===== src/rtl/trap_commit_ctrl_pkg.sv =====
// Shared pipeline defines for the trap/ERTN commit controller.
// Contents: the FSM state encoding, the commit kind, the LoongArch ecode
// constants used by the controller and its users, and the default redirect PC.
package trap_commit_ctrl_pkg;

    localparam int unsigned ECODE_W = 6;
    localparam int unsigned ESUB_W  = 9;
    localparam int unsigned ADDR_W  = 32;

    typedef enum logic [1:0] {
        ST_IDLE     = 2'd0,
        ST_COMMIT   = 2'd1,
        ST_REDIRECT = 2'd2
    } state_t;

    typedef enum logic {
        KIND_EX   = 1'b0,
        KIND_ERTN = 1'b1
    } kind_t;

    localparam logic [ECODE_W-1:0] ECODE_INT  = 6'h00;
    localparam logic [ECODE_W-1:0] ECODE_ADEF = 6'h08;
    localparam logic [ECODE_W-1:0] ECODE_ALE  = 6'h09;
    localparam logic [ECODE_W-1:0] ECODE_SYS  = 6'h0B;
    localparam logic [ECODE_W-1:0] ECODE_BRK  = 6'h0C;
    localparam logic [ECODE_W-1:0] ECODE_INE  = 6'h0D;

    localparam logic [ADDR_W-1:0] RESET_PC = 32'h1c00_0000;

endpackage


===== src/rtl/trap_commit_ctrl_sat_counter.sv =====
// Saturating up-counter with asynchronous active-high reset.
// Ports: clk, reset, inc (count one event), count (current value, sticks at all-ones).
module sat_counter #(
    parameter int unsigned W = 16
) (
    input  logic         clk,
    input  logic         reset,
    input  logic         inc,
    output logic [W-1:0] count
);

    // Increment unless already saturated.
    always_ff @(posedge clk or posedge reset) begin
        if (reset) begin
            count <= '0;
        end else if (inc && (count != {W{1'b1}})) begin
            count <= count + W'(1);
        end
    end

endmodule


===== src/rtl/trap_commit_ctrl.sv =====
// Exception / ERTN commit sequencer sitting after WB.
// Captures the trapping instruction's fields, issues one CSR commit strobe,
// holds flush + WB stall, then hands the redirect target to IF over valid/ready.
// Ports:
//   clk, reset                       clock, async active-high reset
//   wb_ex, ertn_flush                WB events (wb_ex wins when both are high)
//   wb_ecode/esubcode/pc/vaddr       trapping instruction fields from WB
//   csr_eentry, csr_era              redirect targets from the CSR file
//   redirect_ready                   IF accepts the redirect
//   wb_hold, flush                   pipeline stall / kill while busy
//   csr_ex_*, csr_ertn_we            CSR commit strobes and latched fields
//   redirect_valid, redirect_pc      redirect request to IF
//   ex_count                         saturating committed-exception count
//   busy_err                         sticky: WB event seen while not idle
module trap_commit_ctrl #(
    parameter int unsigned CNT_W    = 16,
    parameter logic [31:0] RESET_PC = trap_commit_ctrl_pkg::RESET_PC
) (
    input  logic             clk,
    input  logic             reset,
    input  logic             wb_ex,
    input  logic             ertn_flush,
    input  logic [5:0]       wb_ecode,
    input  logic [8:0]       wb_esubcode,
    input  logic [31:0]      wb_pc,
    input  logic [31:0]      wb_vaddr,
    input  logic [31:0]      csr_eentry,
    input  logic [31:0]      csr_era,
    input  logic             redirect_ready,
    output logic             wb_hold,
    output logic             flush,
    output logic             csr_ex_we,
    output logic [5:0]       csr_ex_ecode,
    output logic [8:0]       csr_ex_esubcode,
    output logic [31:0]      csr_ex_pc,
    output logic [31:0]      csr_ex_vaddr,
    output logic             csr_ertn_we,
    output logic             redirect_valid,
    output logic [31:0]      redirect_pc,
    output logic [CNT_W-1:0] ex_count,
    output logic             busy_err
);

    import trap_commit_ctrl_pkg::state_t;
    import trap_commit_ctrl_pkg::kind_t;
    import trap_commit_ctrl_pkg::ST_IDLE;
    import trap_commit_ctrl_pkg::ST_COMMIT;
    import trap_commit_ctrl_pkg::ST_REDIRECT;
    import trap_commit_ctrl_pkg::KIND_EX;
    import trap_commit_ctrl_pkg::KIND_ERTN;

    state_t state_q;
    state_t state_nxt;
    kind_t  kind_q;
    kind_t  kind_nxt;
    logic   capture_c;
    logic   busy_evt_c;
    logic   ex_commit_c;

    // Next state, commit kind and event qualifiers.
    always_comb begin
        state_nxt  = state_q;
        kind_nxt   = kind_q;
        capture_c  = 1'b0;
        busy_evt_c = 1'b0;
        unique case (state_q)
            ST_IDLE: begin
                if (wb_ex) begin
                    state_nxt = ST_COMMIT;
                    kind_nxt  = KIND_EX;
                    capture_c = 1'b1;
                end else if (ertn_flush) begin
                    state_nxt = ST_COMMIT;
                    kind_nxt  = KIND_ERTN;
                end
            end
            ST_COMMIT: begin
                state_nxt  = ST_REDIRECT;
                busy_evt_c = wb_ex | ertn_flush;
            end
            ST_REDIRECT: begin
                // redirect_valid is high for the whole state, so ready alone completes the handshake.
                if (redirect_ready) begin
                    state_nxt = ST_IDLE;
                end
                busy_evt_c = wb_ex | ertn_flush;
            end
            default: begin
                state_nxt = ST_IDLE;
            end
        endcase
        ex_commit_c = (state_q == ST_IDLE) && (state_nxt == ST_COMMIT) && (kind_nxt == KIND_EX);
    end

    // State register and registered outputs, each decoded from the next state.
    always_ff @(posedge clk or posedge reset) begin
        if (reset) begin
            state_q         <= ST_IDLE;
            kind_q          <= KIND_EX;
            wb_hold         <= 1'b0;
            flush           <= 1'b0;
            csr_ex_we       <= 1'b0;
            csr_ertn_we     <= 1'b0;
            redirect_valid  <= 1'b0;
            redirect_pc     <= RESET_PC;
            csr_ex_ecode    <= '0;
            csr_ex_esubcode <= '0;
            csr_ex_pc       <= '0;
            csr_ex_vaddr    <= '0;
            busy_err        <= 1'b0;
        end else begin
            state_q        <= state_nxt;
            kind_q         <= kind_nxt;
            wb_hold        <= (state_nxt != ST_IDLE);
            flush          <= (state_nxt != ST_IDLE);
            redirect_valid <= (state_nxt == ST_REDIRECT);
            csr_ex_we      <= ex_commit_c;
            csr_ertn_we    <= (state_q == ST_IDLE) && (state_nxt == ST_COMMIT)
                              && (kind_nxt == KIND_ERTN);
            busy_err       <= busy_err | busy_evt_c;
            if (capture_c) begin
                csr_ex_ecode    <= wb_ecode;
                csr_ex_esubcode <= wb_esubcode;
                csr_ex_pc       <= wb_pc;
                csr_ex_vaddr    <= wb_vaddr;
            end
            // Target is sampled from the CSR file during COMMIT and held through REDIRECT.
            if (state_q == ST_COMMIT) begin
                redirect_pc <= (kind_q == KIND_EX) ? csr_eentry : csr_era;
            end else if (state_nxt == ST_IDLE) begin
                redirect_pc <= RESET_PC;
            end
        end
    end

    sat_counter #(
        .W (CNT_W)
    ) u_ex_cnt (
        .clk   (clk),
        .reset (reset),
        .inc   (ex_commit_c),
        .count (ex_count)
    );

endmodule


===== config.mk =====
export PLATFORM = sky130hd
export DESIGN_NAME = trap_commit_ctrl
export DESIGN_NICKNAME = d
export VERILOG_FILES = /design/src/rtl/trap_commit_ctrl_pkg.sv /design/src/rtl/trap_commit_ctrl_sat_counter.sv /design/src/rtl/trap_commit_ctrl.sv
export SDC_FILE = /design/constraint.sdc
export NUM_CORES = 1
export LEC_CHECK = 0
export CAP_MARGIN = 5
export CELL_PAD_IN_SITES_DETAIL_PLACEMENT = 2
export CELL_PAD_IN_SITES_GLOBAL_PLACEMENT = 2
export CORE_MARGIN = 2
export CORE_UTILIZATION = 25
export CTS_CLUSTER_SIZE = 24
export DETAILED_ROUTE_END_ITERATION = 8
export PLACE_DENSITY_LB_ADDON = 0.1
export SYNTH_ARGS = -nofsm -noshare
export SYNTH_HDL_FRONTEND = slang
export SYNTH_SLANG_ARGS = --single-unit

===== constraint.sdc =====
create_clock -name clk -period 5.42 [get_ports clk]
set_clock_uncertainty 0.15 [all_clocks]
set_input_delay 0.813 -clock clk [delete_from_list [all_inputs] [get_ports clk]]
set_output_delay 0.813 -clock clk [all_outputs]
set_load 0.01 [all_outputs]

-- Word-level counts from Yosys, hierarchy flattened
Cells that the tools add are included.
- equal/unequal tests: 5
- bitwise operators: 3
- mux-type cells: 13
- reduce and logical (&&, ||, !) cells: 9
- add/subtract/negate cells: 1
- operators by type and width (cell ; count):
    two-way mux 32 bit ; 3
    adder 16 x 1 -> 16 bit, second input constant ; 1
    inequality test 16 bit, second input constant ; 1
    two-way mux 1 bit ; 6
    two-way mux 2 bit ; 3
    case mux 2 bit (3 select lines) ; 1
    equality test 2 x 1 -> 1 bit, second input constant ; 2
    equality test 2 bit, second input constant ; 2
    logical AND 1 bit ; 4
    logical NOT 2 bit ; 2
    nonzero test 2 bit ; 2
    OR 1 bit ; 2
    OR reduction 2 bit ; 1
    inverter 1 bit ; 1
- output and inout bits: 133
- bits in registers: 135

-- Logic depth before layout (Yosys ltp)
- depth after elaboration: 7
- gate-level depth with buffers: 8

-- Hierarchy
Synthesis repeated with hierarchy kept, for this count alone.
- cell total of the unflattened synthesis: 384
- area, all modules: 5650.4 um^2
- by module, submodules not included (module ; area an instance (um^2) ; cells an instance ; times used):
    trap_commit_ctrl ; 4844.6 ; 313 ; 1
    sat_counter ; 805.8 ; 71 ; 1

-- Worst setup path after synthesis
OpenSTA, ideal clock, no wires.
- path type: input to register
- from: input redirect_ready
- to: register redirect_pc[26]
- required time: 5.176 ns
- slack: 3.194 ns
- stages on the path: 6
- data arrival time: 1.982 ns
- setup time: 0.094 ns
- path buffers: 1
- cell sequence: nor2b_1 > a21o_1 > nand2_1 > a211oi_1 > clkbuf_1 > a22oi_1
- word-level cells in the longest chain between the ends: 4
- ends and longest elaborated chain (what ; RTL line ; source):
    from (decl) ; trap_commit_ctrl.sv:29 ; input logic redirect_ready,
    two-way mux 2 bit ; trap_commit_ctrl.sv:83 ; if (redirect_ready) begin
    case mux 2 bit (3 select lines) ; trap_commit_ctrl.sv:66 ; unique case (state_q)
    logical NOT 2 bit ; trap_commit_ctrl.sv:130 ; end else if (state_nxt == ST_IDLE) begin
    nonzero test 2 bit (no source line) ; -- ;
    to (signal assigned) ; trap_commit_ctrl.sv:129 ; redirect_pc <= (kind_q == KIND_EX) ? csr_eentry : csr_era;
    to (decl) ; trap_commit_ctrl.sv:39 ; output logic [31:0] redirect_pc,
Every way passes these cells.
A chain may end at the register's enable or synchronous reset.

-- Final worst setup path
- from: input ertn_flush
- to: register u_ex_cnt.count[6]
- word-level cells in the longest chain between the ends: 7
- ends and longest elaborated chain (what ; RTL line ; source):
    from (decl) ; trap_commit_ctrl.sv:22 ; input logic ertn_flush,
    two-way mux 2 bit ; trap_commit_ctrl.sv:72 ; end else if (ertn_flush) begin
    two-way mux 2 bit ; trap_commit_ctrl.sv:68 ; if (wb_ex) begin
    case mux 2 bit (3 select lines) ; trap_commit_ctrl.sv:66 ;
    equality test 2 x 1 -> 1 bit ; trap_commit_ctrl.sv:92 ; ex_commit_c = (state_q == ST_IDLE) && (state_nxt == ST_COMMIT) && (kind_nxt == KIND_EX);
    logical AND 1 bit ; trap_commit_ctrl.sv:92 ;
    logical AND 1 bit (*) ; trap_commit_ctrl.sv:92 ;
    logical AND 1 bit (*) ; trap_commit_ctrl_sat_counter.sv:16 ; end else if (inc && (count != {W{1'b1}})) begin
    to (signal assigned) ; trap_commit_ctrl_sat_counter.sv:17 ; count <= count + W'(1);
    to (decl) ; trap_commit_ctrl_sat_counter.sv:9 ; output logic [W-1:0] count
Mark *: on every way between the ends. The rest lies on a longest branch, timed or not.

==> out/metrics.csv <==
metric;value;unit
area delta synth->final;67.1;%
RSZ-0062 raised after global routing;no;
Die H;153;um
pin count of the biggest net entering global routing;98;
antenna-violating nets left;0;
total CTS buffers;17;
Post-synth EDFFs;0;
FFs w/ async S/R, synth;100;%
Slew Limit Fails;0;
crit path from;ertn_flush;
run status;finished, final reports clean;
first-pass GRT wire length;30300;um
initial cell density of the core;25.5;%
worst min path class;flip-flop to flip-flop;
maximum operating frequency;355;MHz
Least-Margin Pin Slew;1.12;ns
total inserted antenna cells;0;
DRC viols;0;
fraction of the cycle the final worst path needs;51.9;%
Synth Instances;391;
critical hold path startpoint;busy_err;
count of standard-cell rows;54;
leading register cell type out of synthesis;dfrtp_1;
cts-stage hold buffer count;0;
time the final worst path needs with I/O delays and setup;2.81;ns
worst reg2reg startpoint;kind_q;
final weighted congestion in routability-driven placement;0.753;
kind of critical path;input pin to flip-flop;
detailed-route wire length per cell;19.9;um
Max-Slew Margin vs Limit;25.4;%
share of layout cells above drive strength 1;19.0;%
DP HPWL;13900;um
library cells used by synthesis;40;
peak supply drop;218;uV
Clock Root Buffer;clkbuf_16;
power density over cell area;564;mW/mm^2
Fillers;2212;
I/O pin cnt;281;
vias after detailed routing;4350;
clock latency on the worst-skew pair;0.41;ns
post-CTS resize count;0;
Seq cells post-synth;135;
overall track demand over capacity in global routing;16.7;%
number of maximum-capacitance violations;0;
Die Outline Area;0.0235;mm^2
total congestion overflow after global routing;0;
CTS tree;yes;
nature of the critical path startpoint;input pin;
maximum buffer depth of the clock tree;2;
number of hold violations in the final report;0;
die width;153;um
via/cell ratio;4.51;
wirelength, routed;19200;um
arrival time of data at the critical path endpoint;2.99;ns
count of clock tree sinks;135;
post-layout net count;824;
Crit path required time;5.60;ns
leakage power of the design;3.92;nW
post-synthesis instance area;0.00558;mm^2
buffer count from post-CTS setup fixing;0;
number of levels the H-tree was split into;4;
mean instance size in the synthesized netlist;14.3;um^2
total negative slack for setup checks;0;ns
capturing element type of the critical path;flip-flop;
total of buffers placed on input and output ports;280;
net count after synthesis;544;
Ys Warns;0;
initial antenna violation count;0;
placeable core region;0.0219;mm^2
Clock transition at path regs;0.06;ns
worst-path fanout max;16;
number of violations reported at the end of detailed-routing iteration 0;116;
number of endpoints failing setup at the final stage;0;
number of global-route vias before repair;5004;
Detailed Routing Iterations Pass 1;5;
final worst hold slack;0.326;ns
register area share after synthesis;60.6;%
sequential cells by signal, summed over array words and instances (netlist names):
signal,flops
csr_ex_pc,32
redirect_pc,32
csr_ex_vaddr,32
kind_q,1
flush,1
csr_ex_we,1
csr_ertn_we,1
redirect_valid,1
state_q,2
u_ex_cnt.count,16
busy_err,1
csr_ex_ecode,6
csr_ex_esubcode,9
layer usage:
| metal | part of all wire, % | vias up | wire, um | global-route usage, % |
|---|---|---|---|---|
| met5 | 0 | - | 0 | 0 |
| met4 | 2.0 | 0 | 380 | 5.29 |
| met3 | 8.0 | 20 | 1540 | 6.78 |
| met2 | 51 | 163 | 9800 | 28.4 |
| met1 | 39 | 2214 | 7500 | 19.1 |
| li1 | - | 1953 | - | - |
final timing paths:
path	end	slack (ns)	depth (start not counted)
min in group asynchronous	csr_ex_pc[0]	0.80	2
worst max-delay path	u_ex_cnt.count[6]	2.61	6
worst min-delay path	busy_err	0.33	1
worst max register to register	u_ex_cnt.count[6]	2.66	5
worst min register to register	busy_err	0.33	1
max in group asynchronous	redirect_pc[27]	3.35	3
placed cells by master, fill, tap and decap left out, types with 4 or more instances in the layout:
cell / Yosys / final
nor2_1: 14 / 14
bufinv_16: 0 / 5
mux2i_1: 32 / 32
ha_1: 5 / 5
xor2_1: 15 / 15
mux2_2: 79 / 79
inv_6: 0 / 4
clkbuf_16: 0 / 17
dfrtp_1: 132 / 131
nand4_1: 6 / 6
o2bb2ai_1: 29 / 29
inv_1: 9 / 8
nand3_1: 6 / 6
nand2_1: 7 / 7
clkdlybuf4s50_1: 0 / 280
metrics by stage:
step / util (%) / std cells / worst slack (ns) / power (mW) / cell area (um^2)
final: 42.6 / 964 / 2.61 / 5.26 / 9330
after global routing: 42.6 / 964 / 2.45 / 5.60 / 9330
after CTS: 42.6 / 964 / 2.62 / 5.38 / 9330
after detailed placement: 39.6 / 932 / 2.19 / 4.02 / 8670
after global placement: 39.6 / 932 / 2.29 / 3.93 / 8670
after floorplan: - / 391 / 0.851 / 2.74 / 5580
worst max-delay path: stages:
cell	delay (ns)
clkdlybuf4s50_1	0.54
nor2_1	0.08
o21ai_0	0.28
o2111ai_2	0.55
nor4b_1	0.54
xor2_1	0.20
area by class of cell:
cell class	instances	area, um^2	share of cell area [%]
Sequential cell	135	3380	36.3
Clock inverter	14	220	2.36
Timing Repair Buffer	283	2830	30.3
Clock buffer	18	439	4.71
Inverter	9	38.8	0.416
Multi-Input combinational cell	225	2070	22.2
Tap cell	280	350	3.75
synthesized netlist by cell type (2+ instances only):
| master | instances | area [um^2] |
|---|---|---|
| dfrtp_1 | 132 | 3300 |
| mux2_2 | 79 | 890 |
| mux2i_1 | 32 | 320 |
| o2bb2ai_1 | 29 | 254 |
| xor2_1 | 15 | 131 |
| nor2_1 | 14 | 52.6 |
| buf_2 | 11 | 55.1 |
| inv_1 | 9 | 33.8 |
| clkbuf_1 | 8 | 30.0 |
| nand2_1 | 7 | 26.3 |
| nand3_1 | 6 | 30.0 |
| nand4_1 | 6 | 37.5 |
| ha_1 | 5 | 62.6 |
| a21oi_1 | 3 | 15.0 |
| a22oi_1 | 3 | 22.5 |
| dfstp_2 | 3 | 78.8 |
| nor3_1 | 3 | 15.0 |
| a21o_1 | 2 | 15.0 |
| and2_1 | 2 | 12.5 |
| nor3_2 | 2 | 20.0 |
where the power goes:
group | switching [mW] | internal [mW]
clock | 0.468 | 0.834
sequential | 0.315 | 1.44
combinational | 0.914 | 1.29
cell families after synthesis:
family / share of synthesized area (%)
mux: 21.9
fa+ha+maj: 1.12
xor+xnor: 2.35
simple gates: 5.07
compound gates: 6.41
flops: 60.6
buf+inv: 2.53
No activity file was read; power rests on OpenSTA's default activity.
